--- src/rtl/bsram_arb_pkg.sv ---
// rtl/bsram_arb_pkg.sv - shared types and constants for the BSRAM arbiter
package bsram_arb_pkg;

  typedef enum logic {
    ARB_OPEN   = 1'b0,
    ARB_LOCKED = 1'b1
  } arb_state_t;

  localparam int STAT_WIDTH = 32;

  // Index width for n requesters; never narrower than one bit.
  function automatic int req_idx_w(input int n);
    return (n > 1) ? $clog2(n) : 1;
  endfunction

endpackage

--- src/rtl/bsram_arbiter_picker.sv ---
// rtl/bsram_arbiter_picker.sv - round-robin picker: first valid at or after the pointer
module rr_priority_picker
  import bsram_arb_pkg::*;
#(
  parameter  int NUM_REQ = 2,
  localparam int IW      = req_idx_w(NUM_REQ)
) (
  input  logic [NUM_REQ-1:0] i_valid,
  input  logic [IW-1:0]      i_ptr,
  output logic [NUM_REQ-1:0] o_grant,
  output logic [IW-1:0]      o_idx,
  output logic               o_any
);

  logic [IW-1:0] w_j;

  always_comb begin
    o_grant = '0;
    o_idx   = '0;
    o_any   = 1'b0;
    w_j     = '0;
    for (int k = 0; k < NUM_REQ; k++) begin
      w_j = IW'((int'(i_ptr) + k) % NUM_REQ);
      if (!o_any && i_valid[w_j]) begin
        o_any        = 1'b1;
        o_grant[w_j] = 1'b1;
        o_idx        = w_j;
      end
    end
  end

endmodule

--- src/rtl/bsram_arbiter.sv ---
// rtl/bsram_arbiter.sv - round-robin BSRAM arbiter with RMW lock and lock timeout
// BSRAM_ARB_STATS_EN builds per-requester grant/stall counters.
module bsram_arbiter
  import bsram_arb_pkg::*;
#(
  parameter  int NUM_REQ      = 2,
  parameter  int DATA_WIDTH   = 32,
  parameter  int ADDR_WIDTH   = 8,
  parameter  int LOCK_TIMEOUT = 16,
  localparam int IW           = req_idx_w(NUM_REQ)
) (
  input  logic                           clock,
  input  logic                           reset,
  input  logic [NUM_REQ-1:0]             req_valid,
  input  logic [NUM_REQ-1:0]             req_write,
  input  logic [NUM_REQ-1:0]             req_lock,
  input  logic [NUM_REQ*ADDR_WIDTH-1:0]  req_addr,
  input  logic [NUM_REQ*DATA_WIDTH-1:0]  req_wdata,
  output logic [NUM_REQ-1:0]             req_ready,
  output logic [NUM_REQ-1:0]             resp_valid,
  output logic [DATA_WIDTH-1:0]          resp_data,
  output logic                           mem_readEnable,
  output logic [ADDR_WIDTH-1:0]          mem_readAddress,
  input  logic [DATA_WIDTH-1:0]          mem_readData,
  output logic                           mem_writeEnable,
  output logic [ADDR_WIDTH-1:0]          mem_writeAddress,
  output logic [DATA_WIDTH-1:0]          mem_writeData,
  input  logic [IW-1:0]                  stat_sel,
  output logic [STAT_WIDTH-1:0]          stat_grants,
  output logic [STAT_WIDTH-1:0]          stat_stalls
);

  localparam int LW = $clog2(LOCK_TIMEOUT + 1);

  arb_state_t          r_state;
  logic [IW-1:0]       r_rr_ptr;
  logic [IW-1:0]       r_lock_owner;
  logic [LW-1:0]       r_lock_idle;
  logic [NUM_REQ-1:0]  r_resp_valid;
  logic [DATA_WIDTH-1:0] r_resp_data;

  logic [NUM_REQ-1:0]  w_cand;
  logic [NUM_REQ-1:0]  w_grant;
  logic [IW-1:0]       w_idx;
  logic                w_any;
  logic                w_wr;
  logic                w_rd;
  logic                w_lock;
  logic [ADDR_WIDTH-1:0] w_addr;
  logic [DATA_WIDTH-1:0] w_wdata;
  logic [IW-1:0]       w_next_ptr;
  logic [IW-1:0]       w_owner_next;

  // While locked only the owner may compete; nothing is granted during reset.
  always_comb begin
    w_cand = req_valid & {NUM_REQ{reset}};
    if (r_state == ARB_LOCKED)
      w_cand = w_cand & (NUM_REQ'(1) << r_lock_owner);
  end

  rr_priority_picker #(.NUM_REQ(NUM_REQ)) u_picker (
    .i_valid (w_cand),
    .i_ptr   (r_rr_ptr),
    .o_grant (w_grant),
    .o_idx   (w_idx),
    .o_any   (w_any)
  );

  assign w_addr       = req_addr[w_idx*ADDR_WIDTH +: ADDR_WIDTH];
  assign w_wdata      = req_wdata[w_idx*DATA_WIDTH +: DATA_WIDTH];
  assign w_lock       = req_lock[w_idx];
  assign w_wr         = w_any & req_write[w_idx];
  assign w_rd         = w_any & ~req_write[w_idx];
  assign w_next_ptr   = (w_idx == IW'(NUM_REQ - 1)) ? '0 : w_idx + 1'b1;
  assign w_owner_next = (r_lock_owner == IW'(NUM_REQ - 1)) ? '0 : r_lock_owner + 1'b1;

  assign req_ready        = w_grant;
  assign mem_readEnable   = w_rd;
  assign mem_readAddress  = w_rd ? w_addr : '0;
  assign mem_writeEnable  = w_wr;
  assign mem_writeAddress = w_wr ? w_addr : '0;
  assign mem_writeData    = w_wr ? w_wdata : '0;
  assign resp_valid       = r_resp_valid;
  assign resp_data        = r_resp_data;

  always_ff @(posedge clock or negedge reset) begin
    if (!reset) begin
      r_state      <= ARB_OPEN;
      r_rr_ptr     <= '0;
      r_lock_owner <= '0;
      r_lock_idle  <= '0;
      r_resp_valid <= '0;
      r_resp_data  <= '0;
    end else begin
      r_resp_valid <= w_grant;
      if (w_any)
        r_resp_data <= w_wr ? w_wdata : mem_readData;
      case (r_state)
        ARB_OPEN: begin
          if (w_any) begin
            r_rr_ptr <= w_next_ptr;
            if (w_lock) begin
              r_state      <= ARB_LOCKED;
              r_lock_owner <= w_idx;
              r_lock_idle  <= '0;
            end
          end
        end
        ARB_LOCKED: begin
          // Any grant here is the owner; no grant means the owner is idle.
          if (w_any) begin
            r_lock_idle <= '0;
            if (!w_lock) begin
              r_state  <= ARB_OPEN;
              r_rr_ptr <= w_owner_next;
            end
          end else if (r_lock_idle == LW'(LOCK_TIMEOUT - 1)) begin
            r_state     <= ARB_OPEN;
            r_rr_ptr    <= w_owner_next;
            r_lock_idle <= '0;
          end else begin
            r_lock_idle <= r_lock_idle + 1'b1;
          end
        end
        default: r_state <= ARB_OPEN;
      endcase
    end
  end

`ifdef BSRAM_ARB_STATS_EN
  logic [STAT_WIDTH-1:0] r_grants [NUM_REQ];
  logic [STAT_WIDTH-1:0] r_stalls [NUM_REQ];

  always_ff @(posedge clock or negedge reset) begin
    if (!reset) begin
      for (int i = 0; i < NUM_REQ; i++) begin
        r_grants[i] <= '0;
        r_stalls[i] <= '0;
      end
    end else begin
      for (int i = 0; i < NUM_REQ; i++) begin
        if (w_grant[i] && (r_grants[i] != '1))
          r_grants[i] <= r_grants[i] + 1'b1;
        if (req_valid[i] && !w_grant[i] && (r_stalls[i] != '1))
          r_stalls[i] <= r_stalls[i] + 1'b1;
      end
    end
  end

  assign stat_grants = (int'(stat_sel) < NUM_REQ) ? r_grants[stat_sel] : '0;
  assign stat_stalls = (int'(stat_sel) < NUM_REQ) ? r_stalls[stat_sel] : '0;
`else
  logic w_stat_unused;
  assign w_stat_unused = ^stat_sel;
  assign stat_grants   = '0;
  assign stat_stalls   = '0;
`endif

endmodule

--- config.mk ---
export PLATFORM = sky130hd
export DESIGN_NAME = bsram_arbiter
export DESIGN_NICKNAME = d
export VERILOG_FILES = /design/src/rtl/bsram_arb_pkg.sv /design/src/rtl/bsram_arbiter_picker.sv /design/src/rtl/bsram_arbiter.sv
export SDC_FILE = /design/constraint.sdc
export NUM_CORES = 1
export LEC_CHECK = 0
export BUFFER_PORTS_ARGS = -buffer_cell sky130_fd_sc_hd__buf_4
export CORE_AREA = 5 5 103 105
export DETAILED_ROUTE_END_ITERATION = 6
export DIE_AREA = 0 0 108 110
export PLACE_DENSITY = 0.69
export SYNTH_ARGS = -nofsm -noshare
export SYNTH_HDL_FRONTEND = slang
export SYNTH_SLANG_ARGS = --single-unit
--- constraint.sdc ---
create_clock -name clock -period 4.7 [get_ports clock]
set_clock_uncertainty 0.1 [all_clocks]
set_input_delay 0.47 -clock clock [delete_from_list [all_inputs] [get_ports clock]]
set_output_delay 0.47 -clock clock [all_outputs]
set_load 0.01 [all_outputs]
# Word-level counts from Yosys, hierarchy flattened
# Index checks and enable logic that the tools add are counted.
[classes]
n_reduce_logical = 7
magnitude_cmp = 5
muxes = 40
shifts = 3
n_eq_ne = 5
addsub = 4
bitwise_logic = 7
[ops]
columns = ["cell", "n"]
rows = [
  ["two-way mux 32 bit", 2],
  ["variable part select 64 x 7 -> 32 bit", 1],
  ["two-way mux 1 bit", 24],
  ["two-way mux 5 bit", 4],
  ["two-way mux 8 bit", 2],
  ["variable part select 16 x 5 -> 8 bit", 1],
  ["one-hot mux 5 bit (2 select lines)", 1],
  ["less-than comparator 1 x 2 -> 1 bit, second input constant", 3],
  ["two-way mux 2 bit", 3],
  ["AND reduction 3 bit", 2],
  ["adder 5 x 1 -> 5 bit, second input constant", 1],
  ["equality test 5 x 4 -> 1 bit, second input constant", 1],
  ["bitwise AND 2 bit", 2],
  ["!= test 2 bit, second input constant", 2],
  ["one-hot mux 1 bit (2 select lines)", 2],
  ["adder 1 bit, second input constant", 3],
  ["logical AND 1 bit", 3],
  ["!= test 3 x 1 -> 1 bit, second input constant", 1],
  ["!= test 3 bit, second input constant", 1],
  ["bitwise AND 1 bit", 2],
  ["demux 1 bit (select 1 bit)", 2],
  ["greater-or-equal comparator 1 bit, second input constant", 2],
  ["NOT 1 bit", 2],
  ["bitwise OR 2 bit", 1],
  ["other kinds (3)", 3],
]
[word_totals]
input_bits = 121
word_cells = 77
out_inout_bits = 150
regBits = 42

# Longest topological paths before layout
# Gate-level depths: netlist (run 1).
[logic_depth]
depth_word = 14
mapped_depth = 8
mapped_depth_nobuf = 6

# By module
# From an unflattened synthesis (run 1), not the netlist that was laid out.
[hier_totals]
cells_unflattened = 335
hier_area_um2 = 3090.5
[by_module_without_submodules]
columns = ["module", "cells_per_inst", "seq_area_each_um2", "area_each_um2", "n_inst"]
rows = [
  ["bsram_arbiter", 330, 1051.0, 3057.9, 1],
  ["rr_priority_picker", 5, 0.0, 32.5, 1],
]

# Worst setup path after synthesis (run 1)
# Ideal clock, no wire load.
[synth_timing]
kind = "reg-to-output"
start = "reg r_state"
end = "out mem_writeAddress[3]"
required_ns = 4.130
stages_incl_launch_ff = 8
n_path_buf = 3
arrival_ns = 1.779
setup_slack_ns = 2.351
cell_sequence = "dfrtp_1 -> buf_4 -> a21boi_0 -> o221a_2 -> buf_2 -> nand2_1 -> buf_2 -> nor2_1"
[synth_between]
elab_chain_len = 11
elab_cells_between_ends = 16
classes_between = "1 x shift; 12 x mux; 1 x bitwise; 2 x reduce/logical"
[synth_lines]
columns = ["item", "line_no", "source"]
rows = [
  ["start, declared", "bsram_arbiter.sv:35", "arb_state_t r_state;"],
  ["start signal, assigned", "bsram_arbiter.sv:88", "r_state <= ARB_OPEN;"],
  ["start signal, assigned", "bsram_arbiter.sv:103", "r_state <= ARB_LOCKED;"],
  ["start signal, assigned", "bsram_arbiter.sv:114", "r_state <= ARB_OPEN;"],
  ["two-way mux 2 bit (*)", "bsram_arbiter.sv:57", "if (r_state == ARB_LOCKED)"],
  ["branches (longest 9 deep; another with variable part select 16 x 5 -> 8 bit)", "n/a", ""],
  ["two-way mux 8 bit (*)", "bsram_arbiter.sv:81", "assign mem_writeAddress = w_wr ? w_addr : '0;"],
  ["end, declared", "bsram_arbiter.sv:26", "output logic [ADDR_WIDTH-1:0] mem_writeAddress,"],
]
# Every way passes the cells marked *. The select of a mux whose other input is x is not followed.

# Final worst setup path (run 1)
[layout_timing]
start = "reg r_state"
end = "out mem_writeData[3]"
[layout_between]
elab_chain_len = 11
elab_cells_between_ends = 16
classes_between = "1 x shift; 12 x mux; 1 x bitwise; 2 x reduce/logical"
[layout_lines]
columns = ["item", "line_no", "source"]
rows = [
  ["two-way mux 2 bit (*)", "bsram_arbiter.sv:57", ""],
  ["branches (longest 9 deep; another with variable part select 64 x 7 -> 32 bit)", "n/a", ""],
  ["two-way mux 32 bit (*)", "bsram_arbiter.sv:82", "assign mem_writeData = w_wr ? w_wdata : '0;"],
  ["end, declared", "bsram_arbiter.sv:27", "output logic [DATA_WIDTH-1:0] mem_writeData,"],
]
# Marks and branches as above.

==> out/metrics.csv, run 1 <==
metric,value,unit
PnR Total Power,1.73,mW
Core Box Area,0.00955,mm2
crit share post-route,80.5,%
largest net degree at the start of global routing,55,
number of flip-flops and latches in the synthesized netlist,42,
capturing point of the worst reg2reg path,r_lock_idle[2],
outcome,"complete, no violations",
met3 wire len,1.24,mm
mean post-synth cell area,8.75,um2
RSZ-0062 raised after global routing,no,
leakage power summed over all cells,2.28,nW
Clk network pwr share,16.6,%
global-route wire length before repair,15.9,mm
CP max stage cell,sky130_fd_sc_hd__or3_2,
final standard cell area without fillers,0.00439,mm2
violation count after the first detailed-routing iteration,243,
"leading cell type in the layout, fill and taps excluded",sky130_fd_sc_hd__buf_4,
Post-Synthesis Cells,334,
number of clock sinks seen by CTS,42,
unique cell type count in the Yosys netlist,39,
predominant post-synthesis flop cell,sky130_fd_sc_hd__dfrtp_1,
number of global-route vias before repair,3113,
worst reg2reg path startpoint,r_state,
NetSw,0.657,mW
die extent in y,110,um
max-slew violation count,0,
clock-pin slew of the registers on the worst-case setup and hold paths,0.09,ns
Die Area,0.0119,mm2
global routing usage summed across all routing layers,17.0,%
share of total power in sequential cells,34.0,%
critical path launch point,r_state,
horizontal extent of the die,108,um
level count of the clock H-tree,2,
Highest Clock Rate,264,MHz
type of the worst min-delay path,in -> async,
Combinational Power Share,49.4,%
Sw Share,38.0,%
peak supply drop,0.155,mV
starting density of the core,30.6,%
number of buffers between clock root and the deepest sink,2,
slack of the worst reg-to-reg path,1.34,ns
synthesis-to-layout area growth,50.2,%
detailed-routing iteration count for the pre-antenna-repair pass,5,
dpl cells,648,
floorplan row count,36,
initial antenna violation count,0,
Setup Crit Path Kind,reg -> out,
total power divided by cell area,393,mW/mm2
share of Yosys cell area claimed by the top area cell type,35.9,%
CP Data Arrival Time,3.22,ns
count of buffers inserted at the top-level ports,205,
clock tree from TritonCTS,done,
required time at the endpoint of the critical path,4.13,ns
Overflow after GRT,0,
routability-driven placement congestion ratio,0.779,
average wire per standard cell,16.8,um
Critical Path Sink Type,output port,
Finished Layout Cells,656,
residual antenna-violating net count after detailed routing,0,
Post-synth ARST share,100,%
total negative setup slack,0,ns
post-synthesis instance area,0.00292,mm2
met2 wire len,5.57,mm
share of final-layout standard cells stronger than drive strength 1,41.9,%
Power Internal,1.07,mW
sum of routed wire length over all layers,11.0,mm
# DRC,0,
kind of start point of the critical path,flip-flop,
highest routed layer,met4,
CTS root buf,sky130_fd_sc_hd__clkbuf_8,
most area-hungry cell type in the Yosys netlist,sky130_fd_sc_hd__dfrtp_1,
CP max stage delay,0.92,ns
Worst Hold Margin,0.176,ns
NumNets Final,644,
drt via density,4.79,
final hold vios,0,
"top library cells by usage in the layout, fill and taps aside","207 x sky130_fd_sc_hd__buf_4, 64 x sky130_fd_sc_hd__conb_1, 55 x sky130_fd_sc_hd__nand3_1, 42 x sky130_fd_sc_hd__dfrtp_1, 33 x sky130_fd_sc_hd__a21oi_1",
max capacitance violation total,0,
antenna fix cells,0,
Util after Layout,46.0,%
M1 wire length,4.12,mm
setup slack after layout,0.914,ns
count of warnings emitted by yosys,0,
Finish-stage setup viols,0,
Max-slew headroom,32.9,%
number of vias after detailed routing,3141,
DP HPWL,8.52,mm
clock latency at the later pin of the worst-skew pair,0.29,ns
Post-CTS Hold Buffers,0,
post-CTS setup-driven buffer insertion count,0,
I/O pin count,271,
fraction of the yosys area taken by sequential cells,35.9,%
number of gates resized after cts,0,
Placement Setup Slack,1.21,ns
chain of cells forming the critical path,nor2b_1 -> or3_2 -> inv_2 -> nand3_1 -> a21oi_1 -> buf_4,
total clock buffers created by CTS,5,
post-layout minimum cycle time,3.79,ns
"Max FO, Critical Path",42,
Post-synth EDFFs,0,
worst reg-to-reg path cell count,6,
leading cell types by total area after synthesis,"sky130_fd_sc_hd__dfrtp_1 36%, sky130_fd_sc_hd__buf_4 17%, sky130_fd_sc_hd__nand3_1 9.4%",
Post-DP Area,0.00429,mm2
slew at the pin closest to its max-slew limit,1.01,ns
-- Yosys cell counts, types with 2 or more instances --
master	n
sky130_fd_sc_hd__buf_4	66
sky130_fd_sc_hd__nand3_1	55
sky130_fd_sc_hd__dfrtp_1	42
sky130_fd_sc_hd__a21oi_1	33
sky130_fd_sc_hd__a221o_1	26
sky130_fd_sc_hd__nor2_1	23
sky130_fd_sc_hd__mux2i_1	14
sky130_fd_sc_hd__clkbuf_1	12
sky130_fd_sc_hd__buf_2	8
sky130_fd_sc_hd__nand2_1	7
sky130_fd_sc_hd__o21ai_0	6
sky130_fd_sc_hd__o22ai_1	6
sky130_fd_sc_hd__inv_1	4
sky130_fd_sc_hd__a31oi_1	3
sky130_fd_sc_hd__buf_6	2
sky130_fd_sc_hd__nand2b_1	2
sky130_fd_sc_hd__nor2b_1	2
sky130_fd_sc_hd__or3_1	2
-- metal layers --
| layer | vias up | track usage [%] |
|---|---|---|
| met1 | 1472 | 20.3 |
| met2 | 203 | 30.6 |
| met4 | 0 | 4.24 |
| met3 | 7 | 4.43 |
| li1 | 1459 | - |
| met5 | - | 0 |
-- flip-flops by register name, summed over array words and instances (netlist names) --
register / flops
resp_data: 32
r_lock_idle: 5
resp_valid: 2
r_lock_owner: 1
r_rr_ptr: 1
r_state: 1
-- critical path: cells and delay by family, from the launching register on --
kind | cells | cell delay [ns]
AOI/OAI and AO/OA | 1 | 0.28
and+or+nand+nor | 3 | 1.27
buffers and inverters | 2 | 0.85
DFF | 1 | 0.50
-- final cells by class --
cell class | count | area, um2
Clock buffer | 7 | 76.3
Sequential cell | 42 | 1050
Timing Repair Buffer | 207 | 1550
Tap cell | 133 | 166
Multi-Input combinational cell | 260 | 1490
Fill cell | 965 | 5160
Inverter | 6 | 25.0
Clock inverter | 1 | 30.0
-- how the worst max path moves through the flow --
stage | end | slack, ns | cells after the start
finish | mem_writeData[3] | 0.91 | 6
floorplan | mem_writeAddress[3] | 2.35 | 7
global placement | mem_writeData[30] | 1.26 | 7
CTS | mem_writeData[9] | 0.90 | 6
global route | mem_writeEnable | 0.71 | 6
detailed placement | mem_writeData[9] | 1.21 | 7
-- power by group through the flow --
stage	registers, mW	logic [mW]	clock network (mW)
4_1_cts	0.588	0.864	0.294
5_1_grt	0.609	0.926	0.311
2_1_floorplan	0.631	0.430	0
6_report	0.587	0.854	0.286
3_5_place_dp	0.595	0.859	0
3_3_place_gp	0.589	0.846	0
-- logic make-up (layout without fill, tap and decap cells) --
| family | after synthesis | after routing | share of synthesized area [%] |
|---|---|---|---|
| other cells | 1 | 64 | 0.128 |
| buf+inv | 95 | 221 | 21.6 |
| fa+ha+maj | 1 | 1 | 0.428 |
| mux | 14 | 14 | 4.79 |
| xor+xnor | 1 | 1 | 0.300 |
| flops | 42 | 42 | 35.9 |
| compound gates | 87 | 87 | 21.8 |
| simple gates | 93 | 93 | 15.0 |
Note: power is estimated with default switching activity, not from simulation.
==> run 2: changes to the inputs <==
--- a/config.mk
+++ b/config.mk
@@ -5,11 +5,12 @@
 export SDC_FILE = /design/constraint.sdc
 export NUM_CORES = 1
 export LEC_CHECK = 0
+export ABC_AREA = 1
 export BUFFER_PORTS_ARGS = -buffer_cell sky130_fd_sc_hd__buf_4
-export CORE_AREA = 5 5 103 105
+export CORE_AREA = 5 5 102 104
 export DETAILED_ROUTE_END_ITERATION = 6
-export DIE_AREA = 0 0 108 110
-export PLACE_DENSITY = 0.69
+export DIE_AREA = 0 0 107 109
+export PLACE_DENSITY = 0.78
 export SYNTH_ARGS = -nofsm -noshare
 export SYNTH_HDL_FRONTEND = slang
 export SYNTH_SLANG_ARGS = --single-unit
==> constraint.sdc (replaced) <==
create_clock -name clock -period 3.7 [get_ports clock]
set_clock_uncertainty 0.1 [all_clocks]
set_input_delay 0.37 -clock clock [delete_from_list [all_inputs] [get_ports clock]]
set_output_delay 0.37 -clock clock [all_outputs]
set_load 0.01 [all_outputs]
==> run 2 against run 1 <==
  * Via count up 13%
  * Combinational power is 53% higher
  * Clock power up 9.4%
  * Wire length decreased by 3.5%
  * Cell count is 21% higher
  * Critical endpoint is now mem_writeAddress[2]
  * Synthesized cell count is 45% higher
  * Non-clock buffer count up 3
  * Flip-flop and latch count is the same
  * Core utilization up 7.1 points
==> out/metrics.csv, run 2 <==
metric,value,unit
total power divided by cell area,472,mW/mm2
share of total power in sequential cells,31.7,%
# DRC,0,
floorplan row count,36,
NumNets Final,801,
crit share post-route,94.1,%
most frequent cell after synthesis,sky130_fd_sc_hd__nand2_1,
mean post-synth cell area,7.49,um2
number of cells on the worst hold path,3,
Min-Delay Endpoint,resp_data[15],
Post-Synthesis Cells,483,
kind of start point of the critical path,input pin,
path length in cells of the critical path,10,
Setup Crit Path Kind,in -> out,
Post-synth ARST share,100,%
max-slew violation count,0,
number of clock sinks seen by CTS,42,
CP Data Arrival Time,3.01,ns
Post-synth EDFFs,0,
Core Box Area,0.00946,mm2
die extent in y,109,um
slack of the worst reg-to-reg path,1.20,ns
Highest Clock Rate,287,MHz
top cells by instance count after synthesis,"108 x sky130_fd_sc_hd__nand2_1, 67 x sky130_fd_sc_hd__buf_4, 48 x sky130_fd_sc_hd__nor2_1",
synthesis-to-layout area growth,38.8,%
residual antenna-violating net count after detailed routing,0,
Placement Setup Slack,0.588,ns
predominant post-synthesis flop cell,sky130_fd_sc_hd__dfrtp_1,
"Max FO, Critical Path",31,
global-route wire length before repair,16.7,mm
Clk network pwr share,13.2,%
largest net degree at the start of global routing,36,
CTS root buf,sky130_fd_sc_hd__clkbuf_8,
global routing usage summed across all routing layers,17.5,%
fraction of the yosys area taken by sequential cells,29.0,%
max capacitance violation total,0,
most frequent CP cell,sky130_fd_sc_hd__buf_4,
"top library cells by usage in the layout, fill and taps aside","209 x sky130_fd_sc_hd__buf_4, 108 x sky130_fd_sc_hd__nand2_1, 64 x sky130_fd_sc_hd__conb_1, 48 x sky130_fd_sc_hd__nor2_1, 45 x sky130_fd_sc_hd__inv_1",
share of final-layout standard cells stronger than drive strength 1,44.4,%
slew at the pin closest to its max-slew limit,0.581,ns
violation count after the first detailed-routing iteration,144,
Worst Min Path Start,mem_readData[15],
peak supply drop,0.208,mV
Finish-stage setup viols,0,
critical path buffer and inverter count,5,
Combinational Power Share,55.1,%
average wire per standard cell,13.4,um
chain of cells forming the critical path,dlygate4sd3_1 -> buf_4 -> nand2_1 -> clkinv_1 -> nand3_1 -> nand2_2 -> buf_4 -> mux2i_1 -> nor2_1 -> buf_4,
unique cell type count in the Yosys netlist,31,
count of warnings emitted by yosys,0,
starting density of the core,38.3,%
CP max stage delay,0.53,ns
cell type group with the largest total delay on the critical path,buffers and inverters,
worst reg-to-reg path cell count,8,
horizontal extent of the die,107,um
post-synthesis instance area,0.00362,mm2
clock tree from TritonCTS,done,
clock-pin slew of the registers on the worst-case setup and hold paths,0.08,ns
final hold vios,0,
number of flip-flops and latches in the synthesized netlist,42,
post-layout minimum cycle time,3.48,ns
Power Internal,1.37,mW
detailed-routing iteration count for the pre-antenna-repair pass,4,
number of vias after detailed routing,3546,
clock latency at the later pin of the worst-skew pair,0.29,ns
CP max stage cell,sky130_fd_sc_hd__dlygate4sd3_1,
Overflow after GRT,0,
initial antenna violation count,0,
drt via density,4.47,
type of the worst min-delay path,in -> reg,
level count of the clock H-tree,2,
setup slack after layout,0.218,ns
leakage power summed over all cells,3.16,nW
Largest register FFs,32,
"leading cell type in the layout, fill and taps excluded",sky130_fd_sc_hd__buf_4,
leading cell types by total area after synthesis,"sky130_fd_sc_hd__dfrtp_1 29%, sky130_fd_sc_hd__buf_4 14%, sky130_fd_sc_hd__nand2_1 11%",
number of global-route vias before repair,3531,
antenna fix cells,0,
Max-slew headroom,61.2,%
outcome,"complete, no violations",
Sw Share,42.2,%
share of Yosys cell area claimed by the top area cell type,29.0,%
NetSw,1.00,mW
Die Area,0.0117,mm2
worst reg2reg path startpoint,r_state,
post-CTS setup-driven buffer insertion count,0,
total negative setup slack,0,ns
sum of routed wire length over all layers,10.7,mm
RSZ-0062 raised after global routing,no,
routability-driven placement congestion ratio,0.826,
I/O pin count,271,
DP HPWL,8.76,mm
capturing point of the worst reg2reg path,resp_data[5],
number of buffers between clock root and the deepest sink,2,
Critical Path Sink Type,output port,
total clock buffers created by CTS,5,
most area-hungry cell type in the Yosys netlist,sky130_fd_sc_hd__dfrtp_1,
count of buffers inserted at the top-level ports,205,
required time at the endpoint of the critical path,3.23,ns
==> run 2: power by group through the flow <==
stage	clock network (mW)	logic (mW)	registers (mW)
5_1_grt	0.353	1.44	0.776
2_1_floorplan	0	0.762	0.812
6_report	0.313	1.31	0.753
3_5_place_dp	0	1.32	0.761
3_3_place_gp	0	1.29	0.750
4_1_cts	0.331	1.32	0.752
==> run 2: kinds of logic after synthesis <==
group                    share of synthesized area, %
AND/OR/NAND/NOR                                  33.7
buffers and inverters                            25.3
AO/OA/AOI/OAI                                    9.09
flip-flops                                       29.0
multiplexers                                     2.21
adder cells (fa/ha/maj)                         0.346
other                                           0.104
XOR/XNOR                                        0.242
==> run 2: cell type report <==
cell class | count | area [um2]
clock buffers | 6 | 82.6
clock inverters | 2 | 12.5
fillers | 891 | 4430
inverters | 69 | 268
multi-input cells | 351 | 1890
flip-flops and latches | 42 | 1050
well taps | 114 | 143
repair buffers | 210 | 1580
==> run 2: how the worst max path moves through the flow <==
stage | start | endpoint | slack (ns)
final | reset | mem_writeAddress[2] | 0.22
after global routing | reset | mem_writeData[5] | 0.02
after CTS | reset | mem_writeData[5] | 0.02
after detailed placement | reset | mem_writeData[5] | 0.59
after global placement | reset | mem_writeData[5] | 0.68
after floorplan | r_state | mem_writeData[19] | 1.87
==> run 2: timing repair <==
action                                 4_1_cts  5_1_grt
endpoints found under the hold margin       10        0
setup endpoints to repair                    0       22
resized for setup                            0        2
hold buffers                                 1        0
==> run 2: layer usage <==
| metal | up-vias | track usage, % | wire length, um |
|---|---|---|---|
| met4 | 0 | 5.57 | 210 |
| met3 | 20 | 3.32 | 813 |
| li1 | 1734 | - | - |
| met1 | 1622 | 19.6 | 3850 |
| met5 | - | 0 | 0 |
| met2 | 170 | 33.3 | 5770 |
==> run 2: worst min-delay path: cells and delay by family <==
family,cells,cell delay (ns)
buf+inv,1,0.08
simple gates,2,0.11
==> run 2: per-stage QoR <==
step	util [%]	cell area [um2]	std cells	total power, mW	hold slack, ns
after floorplan	-	3860	546	1.57	-0.0256
after global placement	52.0	4910	785	2.04	0.122
after detailed placement	52.0	4910	785	2.08	0.125
after CTS	53.1	5020	794	2.41	0.184
after global routing	53.1	5020	794	2.57	0.183
final	53.1	5020	794	2.37	0.199
==> run 3: changes to the inputs <==
--- a/config.mk
+++ b/config.mk
@@ -7,10 +7,11 @@
 export LEC_CHECK = 0
 export ABC_AREA = 1
 export BUFFER_PORTS_ARGS = -buffer_cell sky130_fd_sc_hd__buf_4
-export CORE_AREA = 5 5 102 104
+export CORE_AREA = 2 2 104 106
 export DETAILED_ROUTE_END_ITERATION = 6
-export DIE_AREA = 0 0 107 109
-export PLACE_DENSITY = 0.78
+export DIE_AREA = 0 0 106 108
+export PLACE_DENSITY = 0.72
+export SKIP_LAST_GASP = 1
 export SYNTH_ARGS = -nofsm -noshare
 export SYNTH_HDL_FRONTEND = slang
 export SYNTH_SLANG_ARGS = --single-unit
==> run 3 against run 2 <==
  * Die area shrank 1.8%
  * Critical path depth shrank 1
  * Total power shrank 0.25%
  * Global-route usage shrank 1.1 points
  * Critical path type is now reg -> out
  * Critical endpoint is now mem_writeData[5]
  * Largest power group unchanged
==> out/metrics.csv, run 3 (synthesized netlist as in run 2, its figures left out) <==
metric,value,unit
outcome,"complete, no violations",
Power Internal,1.37,mW
Max-slew headroom,60.5,%
cell type group with the largest total delay on the critical path,simple AND/OR/NAND/NOR gates,
clock-pin slew of the registers on the worst-case setup and hold paths,0.09,ns
post-layout minimum cycle time,3.34,ns
number of buffers between clock root and the deepest sink,2,
crit share post-route,90.3,%
detailed-routing iteration count for the pre-antenna-repair pass,4,
Placement Setup Slack,0.552,ns
worst reg-to-reg path cell count,8,
clock tree from TritonCTS,done,
final hold vios,0,
drt via density,4.28,
largest net degree at the start of global routing,67,
starting density of the core,35.4,%
Worst Hold Margin,0.00752,ns
synthesis-to-layout area growth,39.4,%
CP max stage cell,sky130_fd_sc_hd__dfrtp_1,
final standard cell area without fillers,0.00505,mm2
capturing point of the worst reg2reg path,resp_data[5],
clock latency at the later pin of the worst-skew pair,0.29,ns
RSZ-0062 raised after global routing,no,
global-route wire length before repair,15.2,mm
count of buffers inserted at the top-level ports,205,
NetSw,0.995,mW
Post-DP Area,0.00494,mm2
average wire per standard cell,12.3,um
residual antenna-violating net count after detailed routing,0,
share of total power in sequential cells,31.8,%
Util after Layout,49.3,%
sum of routed wire length over all layers,9.99,mm
peak supply drop,0.180,mV
level count of the clock H-tree,2,
number of filler instances in the final layout,978,
number of clock sinks seen by CTS,42,
leakage power summed over all cells,3.15,nW
critical path buffer and inverter count,3,
type of the worst min-delay path,in -> async,
die extent in y,108,um
total power divided by cell area,469,mW/mm2
Largest register FFs,32,
initial antenna violation count,0,
number of vias after detailed routing,3485,
Overflow after GRT,0,
number of global-route vias before repair,3258,
"leading cell type in the layout, fill and taps excluded",sky130_fd_sc_hd__buf_4,
slack of the worst reg-to-reg path,1.06,ns
Die Area,0.0114,mm2
Highest Clock Rate,299,MHz
chain of cells forming the critical path,nand2_1 -> nand3_1 -> nand2_2 -> nand2_2 -> nand3_4 -> inv_6 -> nand2_1 -> inv_1 -> buf_4,
Clk network pwr share,13.5,%
share of final-layout standard cells stronger than drive strength 1,44.2,%
Critical Path Sink Type,output port,
routability-driven placement congestion ratio,0.797,
total clock buffers created by CTS,5,
antenna fix cells,0,
Core Box Area,0.0102,mm2
setup slack after layout,0.360,ns
I/O pin count,271,
max-slew violation count,0,
total negative setup slack,0,ns
required time at the endpoint of the critical path,3.23,ns
"top library cells by usage in the layout, fill and taps aside","206 x sky130_fd_sc_hd__buf_4, 108 x sky130_fd_sc_hd__nand2_1, 64 x sky130_fd_sc_hd__conb_1, 48 x sky130_fd_sc_hd__nor2_1, 45 x sky130_fd_sc_hd__inv_1",
"Max FO, Critical Path",27,
Sw Share,42.1,%
max capacitance violation total,0,
horizontal extent of the die,106,um
CP max stage delay,0.59,ns
DP HPWL,7.93,mm
slew at the pin closest to its max-slew limit,0.590,ns
Setup Crit Path Kind,reg -> out,
worst reg2reg path startpoint,r_state,
floorplan row count,37,
# DRC,0,
Combinational Power Share,54.8,%
CP Data Arrival Time,2.87,ns
NumNets Final,799,
path length in cells of the critical path,9,
global routing usage summed across all routing layers,16.4,%
violation count after the first detailed-routing iteration,161,
Finish-stage setup viols,0,
post-CTS setup-driven buffer insertion count,0,
kind of start point of the critical path,flip-flop,
CTS root buf,sky130_fd_sc_hd__clkbuf_8,
-- run 3: changes by cell type in the layout (fill, tap and decap cells not counted), sizes merged --
cell / change
buf: -2
-- run 3: timing repair --
action | in CTS | in global routing
endpoints found under the hold margin | 10 | 0
setup endpoints to repair | 0 | 2
hold buffers | 1 | 0
resized for setup | 0 | 1
-- run 3: power by group through the flow --
stage	combinational, mW	clock [mW]	sequential, mW
global route	1.43	0.354	0.776
CTS	1.32	0.334	0.752
finish	1.30	0.318	0.751
detailed placement	1.31	0	0.760
global placement	1.29	0	0.750
floorplan	0.762	0	0.812
-- run 3: stage by stage --
stage	power, mW	std cells
global route	2.55	814
floorplan	1.57	546
finish	2.37	814
detailed placement	2.07	805
CTS	2.40	814
global placement	2.04	805
-- run 3: worst max-delay path by stage --
| stage | startpoint | to | slack [ns] |
|---|---|---|---|
| after global placement | reset | mem_writeData[3] | 0.62 |
| after global routing | r_state | mem_writeData[5] | 0.11 |
| after CTS | r_state | mem_writeData[5] | 0.21 |
| final | r_state | mem_writeData[5] | 0.36 |
| after detailed placement | r_state | mem_writeData[5] | 0.55 |
| after floorplan | r_state | mem_writeData[19] | 1.87 |
-- run 3: cell type report --
class                      count  area, um2  share of cell area, %
timing repair buffer         208       1580                   31.2
clock inverter                 2       12.5                  0.248
sequential                    42       1050                   20.8
multi-input combinational    351       1890                   37.4
clock buffer                   6       82.6                   1.64
inverter                      69        265                   5.26
tap                          136        170                   3.37
-- run 3: layer usage --
| layer | track usage [%] | vias to the layer above | part of all wire [%] |
|---|---|---|---|
| li1 | - | 1735 | - |
| met1 | 17.9 | 1582 | 37 |
| met2 | 32.0 | 160 | 55 |
| met3 | 3.56 | 8 | 7.7 |
| met4 | 4.14 | 0 | 0.91 |
| met5 | 0 | - | 0 |
